`config.mk`:
```
export PLATFORM = sky130hd
export DESIGN_NAME = bus_xfer_ctrl
export DESIGN_NICKNAME = d
export VERILOG_FILES = /design/src/rtl/bus_xfer_pkg.sv /design/src/rtl/onehot_dec.sv /design/src/rtl/bus_xfer_ctrl.sv
export SDC_FILE = /design/constraint.sdc
export NUM_CORES = 1
export LEC_CHECK = 0
export CAP_MARGIN = 20
export CORE_ASPECT_RATIO = 0.6
export CORE_MARGIN = 1
export CORE_UTILIZATION = 25
export CTS_CLUSTER_DIAMETER = 200
export DETAILED_ROUTE_END_ITERATION = 8
export PLACE_DENSITY_LB_ADDON = 0.05
export RECOVER_POWER = 100
export SLEW_MARGIN = 10
export SYNTH_ARGS = -nofsm -noshare
export SYNTH_HDL_FRONTEND = slang
export SYNTH_HIERARCHICAL = 1
export SYNTH_SLANG_ARGS = --single-unit
```
`constraint.sdc`:
```
create_clock -name clock_i -period 1.8 [get_ports clock_i]
set_input_delay 0.27 -clock clock_i [delete_from_list [all_inputs] [get_ports clock_i]]
set_output_delay 0.27 -clock clock_i [all_outputs]
set_load 0.05 [all_outputs]
```
`src/rtl/bus_xfer_pkg.sv`:
```
// Shared types and constants for the bus transfer sequencer.
package bus_xfer_pkg;

    localparam int unsigned StateW = 3;

    typedef enum logic [StateW-1:0] {
        StIdle  = 3'd0,
        StDrive = 3'd1,
        StLoad  = 3'd2,
        StDone  = 3'd3,
        StErr   = 3'd4,
        StTurn  = 3'd5
    } state_e;

    // Each sequencing phase lasts exactly one clock.
    localparam int unsigned DriveCycles = 1;
    localparam int unsigned LoadCycles  = 1;
    localparam int unsigned DonePulse   = 1;
    localparam int unsigned ErrPulse    = 1;

endpackage

```
`src/rtl/onehot_dec.sv`:
```
// Index-to-one-hot decoder with enable; out-of-range indices decode to all zeros.
module onehot_dec #(
    parameter int unsigned NREGS = 4,
    parameter int unsigned IDXW  = $clog2(NREGS) + 1
) (
    input  logic [IDXW-1:0]  idx_i,
    input  logic             en_i,
    output logic [NREGS-1:0] vec_o
);

    // Compare against every legal index; nothing matches an out-of-range value.
    always_comb begin
        vec_o = '0;
        for (int i = 0; i < NREGS; i++) begin
            if (en_i && (idx_i == IDXW'(i))) begin
                vec_o[i] = 1'b1;
            end
        end
    end

endmodule

```
`src/rtl/bus_xfer_ctrl.sv`:
```
// Bus transfer sequencer: accepts one src -> dst request and drives the register bank's
// output-enable and load strobes so a single driver owns the bus while dst captures.
// Optional feature: define BUS_TURNAROUND_EN to add a one-cycle TURN state after DONE.
module bus_xfer_ctrl
    import bus_xfer_pkg::*;
#(
    parameter int unsigned NREGS = 4,
    parameter int unsigned IDXW  = $clog2(NREGS) + 1
) (
    input  logic             clock_i,
    input  logic             reset_i,
    input  logic             req_valid_i,
    output logic             req_ready_o,
    input  logic [IDXW-1:0]  req_src_i,
    input  logic [IDXW-1:0]  req_dst_i,
    input  logic             req_ext_i,
    output logic [NREGS-1:0] reg_enable_o,
    output logic             ext_enable_o,
    output logic [NREGS-1:0] reg_load_o,
    output logic             busy_o,
    output logic             done_o,
    output logic             err_o
);

    state_e          state_q;
    logic [IDXW-1:0] src_q;
    logic [IDXW-1:0] dst_q;
    logic            ext_q;

    logic req_illegal;
    logic drive_phase;
    logic src_en;
    logic load_en;

    assign req_illegal = (req_dst_i >= IDXW'(NREGS))
                       || (!req_ext_i && (req_src_i >= IDXW'(NREGS)))
                       || (!req_ext_i && (req_src_i == req_dst_i));

    // Sequencer: captures the request on acceptance and steps through the phases.
    always_ff @(posedge clock_i) begin
        if (reset_i) begin
            state_q <= StIdle;
            src_q   <= '0;
            dst_q   <= '0;
            ext_q   <= 1'b0;
        end else begin
            case (state_q)
                StIdle: begin
                    if (req_valid_i) begin
                        src_q   <= req_src_i;
                        dst_q   <= req_dst_i;
                        ext_q   <= req_ext_i;
                        state_q <= req_illegal ? StErr : StDrive;
                    end
                end
                StDrive: state_q <= StLoad;
                StLoad:  state_q <= StDone;
`ifdef BUS_TURNAROUND_EN
                StDone:  state_q <= StTurn;
`else
                StDone:  state_q <= StIdle;
`endif
                StErr:   state_q <= StIdle;
                StTurn:  state_q <= StIdle;
                default: state_q <= StIdle;
            endcase
        end
    end

    // Strobes decode only from registered state and indices. The load strobe is also
    // masked by reset so an abandoned transfer never writes its destination.
    assign drive_phase  = (state_q == StDrive) || (state_q == StLoad);
    assign src_en       = drive_phase && !ext_q;
    assign ext_enable_o = drive_phase && ext_q;
    assign load_en      = (state_q == StLoad) && !reset_i;

    onehot_dec #(
        .NREGS (NREGS),
        .IDXW  (IDXW)
    ) u_src_dec (
        .idx_i (src_q),
        .en_i  (src_en),
        .vec_o (reg_enable_o)
    );

    onehot_dec #(
        .NREGS (NREGS),
        .IDXW  (IDXW)
    ) u_dst_dec (
        .idx_i (dst_q),
        .en_i  (load_en),
        .vec_o (reg_load_o)
    );

    assign req_ready_o = (state_q == StIdle);
    assign busy_o      = (state_q != StIdle);
    assign done_o      = (state_q == StDone);
    assign err_o       = (state_q == StErr);

endmodule
```
==> qor.csv <==
stage,metric,value,unit
final_layout,Layout Utilization,50.4,%
floorplan,CORE AREA,2200,µm²
drt,drc violations,0,
floorplan,Initial Utilization,26.7,%
power_and_ir_drop,Psw,0.288,mW
floorplan,Ports,23,
drt,antenna-violating nets left,0,
drt,"wirelength, routed",1510,µm
timing,Min Hold Slack,0.451,ns
critical_path,cell family with most CP delay,simple AND/OR/NAND/NOR gates,
power_and_ir_drop,switching part of the total,32.6,%
synthesis,share of the yosys chip area belonging to registers,34.1,%
timing,Fin. Hold Viols,0,
critical_path,CP Capture Type,output port,
timing,Worst slew margin,80.8,%
power_and_ir_drop,Max VDD drop,528,µV
critical_path,Worst Setup SP,state_q[1]$_SDFFE_PP0P_,
clock_tree,clk sinks,10,
placement,worst slack at placement,0.00317,ns
critical_path,worst-path cell chain,"xor2_2, nand2b_1, nor2_2, nor4b_4, buf_12",
critical_path,"Req. time, crit path",1.53,ns
power_and_ir_drop,P_int,0.596,mW
synthesis,Netlist cell types,22,
power_and_ir_drop,Final Total Pwr,0.884,mW
final_layout,area growth from synthesis to layout,88.7,%
timing,Fin Setup TNS,0,ns
power_and_ir_drop,leakage,0.449,nW
synthesis,Post-Syn Nets,76,
clock_tree,hold_buf cts,0,
power_and_ir_drop,Flop pwr share,31.1,%
critical_path,Critical-path top delay cell,dfxtp_4,
timing,final period utilization,96.8,%
drt,drt pass-1 iters,4,
global_route,total track usage,13.2,%
synthesis,Seq cells post-synth,10,
clock_tree,clock tree buffer depth,2,
timing,final setup vio count,0,
clock_tree,"Clk pin slew, worst setup/hold paths",0.05,ns
worst_hold_path,Min-Delay Path Class,input port to flip-flop,
floorplan,number of core rows,13,
final_layout,multi-input gate area in the final layout,392,µm²
synthesis,Synth Area per Inst,8.89,µm²
final_layout,share of cells above drive strength 1,41.8,%
critical_path,R2R setup slack,0.33,ns
critical_path,reg2reg end,state_q[2]$_SDFFE_PP0P_,
timing,Worst Tran Pin Value,0.287,ns
clock_tree,clock tree from TritonCTS,built,
status,status,completed,
final_layout,final net count,109,
power_and_ir_drop,Gate power share,36.7,%
timing,Tmin final,1.74,ns
timing,RSZ-0062 raised after global routing,yes,
critical_path,Worst R2R Path Depth,3,
final_layout,"commonest non-fill, non-tap cell in the layout",nand2_1,
critical_path,critical path buffer and inverter count,1,
global_route,global-route wire length before repair,2320,µm
final_layout,filler instances,206,
synthesis,Synth Cell Area,587,µm²
flow_run,Max Cap Viol,0,
final_layout,storage element area,208,µm²
critical_path,WP data arrival,1.47,ns
synthesis,yosys synthesis warning count,6,
drt,vias,576,
floorplan,Die X,64.5,µm
critical_path,crit start category,flip-flop,
critical_path,FF-to-FF Start,state_q[0]$_SDFFE_PP0P_,
global_route,pin count of the biggest net entering global routing,11,
drt,DRT iter0 DRCs,17,
critical_path,Crit path largest cell delay,0.36,ns
clock_tree,maximum level of the CTS H-tree,1,
drt,WL/cell,11.8,µm
timing,Max Slew Vio Count,0,
placement,input/output buffers,22,
synthesis,Mapped Cells,66,
drt,post-DR vias/cell,4.50,
critical_path,crit path kind,flip-flop to output port,
floorplan,DIE AREA,2550,µm²
final_layout,ANT cells,0,
timing,worst setup margin,0.0583,ns
clock_tree,root buffer cell,clkbuf_8,
final_layout,most frequent cells in the layout,"16 x nand2_1, 12 x buf_12, 10 x buf_4, 8 x dfxtp_1, 8 x clkdlybuf4s50_1",
timing,Highest Clock Rate,574,MHz
clock_tree,Clock Latency Late Sink,0.24,ns
critical_path,crit path capture,reg_enable_o[0],
placement,DP Wirelength,1130,µm
timing,clk_skew,0.00360,ns
placement,RePlAce Congestion,0.716,
power_and_ir_drop,power density over the cells,798,nW/µm²
global_route,gr ovfl total,0,
power_and_ir_drop,clock group share of total power,32.1,%
floorplan,die extent in y,39.5,µm
critical_path,"Max FO, Critical Path",5,
critical_path,Crit path depth,5,
clock_tree,cts bufs inserted,3,
global_route,initial antenna violation count,0,
global_route,vias in the first global route,473,
-- power groups by stage --
stage | clock, mW | combinational, mW | sequential (mW)
after global routing | 0.305 | 0.347 | 0.280
after floorplan | 0 | 0.183 | 0.270
final | 0.284 | 0.325 | 0.275
after detailed placement | 0 | 0.310 | 0.275
after global placement | 0 | 0.309 | 0.276
after CTS | 0.290 | 0.313 | 0.273
-- layout make-up --
cell class	instances	area share, %
Clock buffer	4	4.97
Inverter	2	0.678
Multi-Input combinational cell	51	35.4
Sequential cell	10	18.8
Tap cell	30	3.39
Timing Repair Buffer	31	36.8
-- how the worst min path moves through the flow --
stage / cells past startpoint / slack, ns / from / end
6_report: 3 / 0.45 / reset_i / state_q[1]$_SDFFE_PP0P_
5_1_grt: 3 / 0.48 / reset_i / state_q[1]$_SDFFE_PP0P_
4_1_cts: 2 / 0.50 / ext_q$_SDFFE_PP0P_ / ext_q$_SDFFE_PP0P_
3_5_place_dp: 2 / 0.47 / ext_q$_SDFFE_PP0P_ / ext_q$_SDFFE_PP0P_
3_3_place_gp: 2 / 0.46 / ext_q$_SDFFE_PP0P_ / ext_q$_SDFFE_PP0P_
2_1_floorplan: 2 / 0.41 / req_ext_i / ext_q$_SDFFE_PP0P_
-- what timing repair did --
item                                    CTS  global route
setup buffers                             0             2
endpoints found under the setup margin    5             8
pin swaps                                 0             3
gates resized for setup                   3             5
-- synth_stat cells, drive strengths merged --
cell	n	area [µm²]
nand2	16	60.1
dfxtp	10	200
a21oi	7	35.0
nor2	5	18.8
nor4b	5	77.6
and4bb	4	50.1
xor2	3	26.3
and4b	2	20.0
buf	2	22.5
inv	2	7.51
a31oi	1	6.26
clkbuf	1	3.75
nand2b	1	6.26
nor2b	1	6.26
nor3	1	5.00
nor3b	1	7.51
o2111ai	1	8.76
o21ai	1	5.00
or3	1	6.26
or4b	1	13.8
-- metal layers --
layer,track usage [%],share of wire (%)
met5,0,0
met4,3.33,0.46
met3,6.98,4.7
met2,18.2,43
met1,17.6,51
-- stage by stage --
stage          instance area [µm²]  instances
2_1_floorplan                  609         66
3_3_place_gp                  1010        122
3_5_place_dp                  1010        122
4_1_cts                       1080        126
5_1_grt                       1110        128
6_report                      1110        128
-- logic make-up after synthesis --
| group | synth area share [%] |
|---|---|
| AND/OR/NAND/NOR | 46.3 |
| XOR/XNOR | 4.48 |
| flip-flops | 34.1 |
| AO/OA/AOI/OAI | 9.38 |
| buffers and inverters | 5.76 |
-- flip-flops by register name, summed over array words and instances, names as in the netlist --
register and flops:
dst_q 3, state_q 3, ext_q 1, src_q 3
-- worst register-to-register path, stage by stage, from the launching register on --
cell and delay (ns):
dfxtp_4 0.36, buf_4 0.16, or4b_4 0.60, nor4b_4 0.27
No activity file was read; power rests on OpenSTA's default activity.
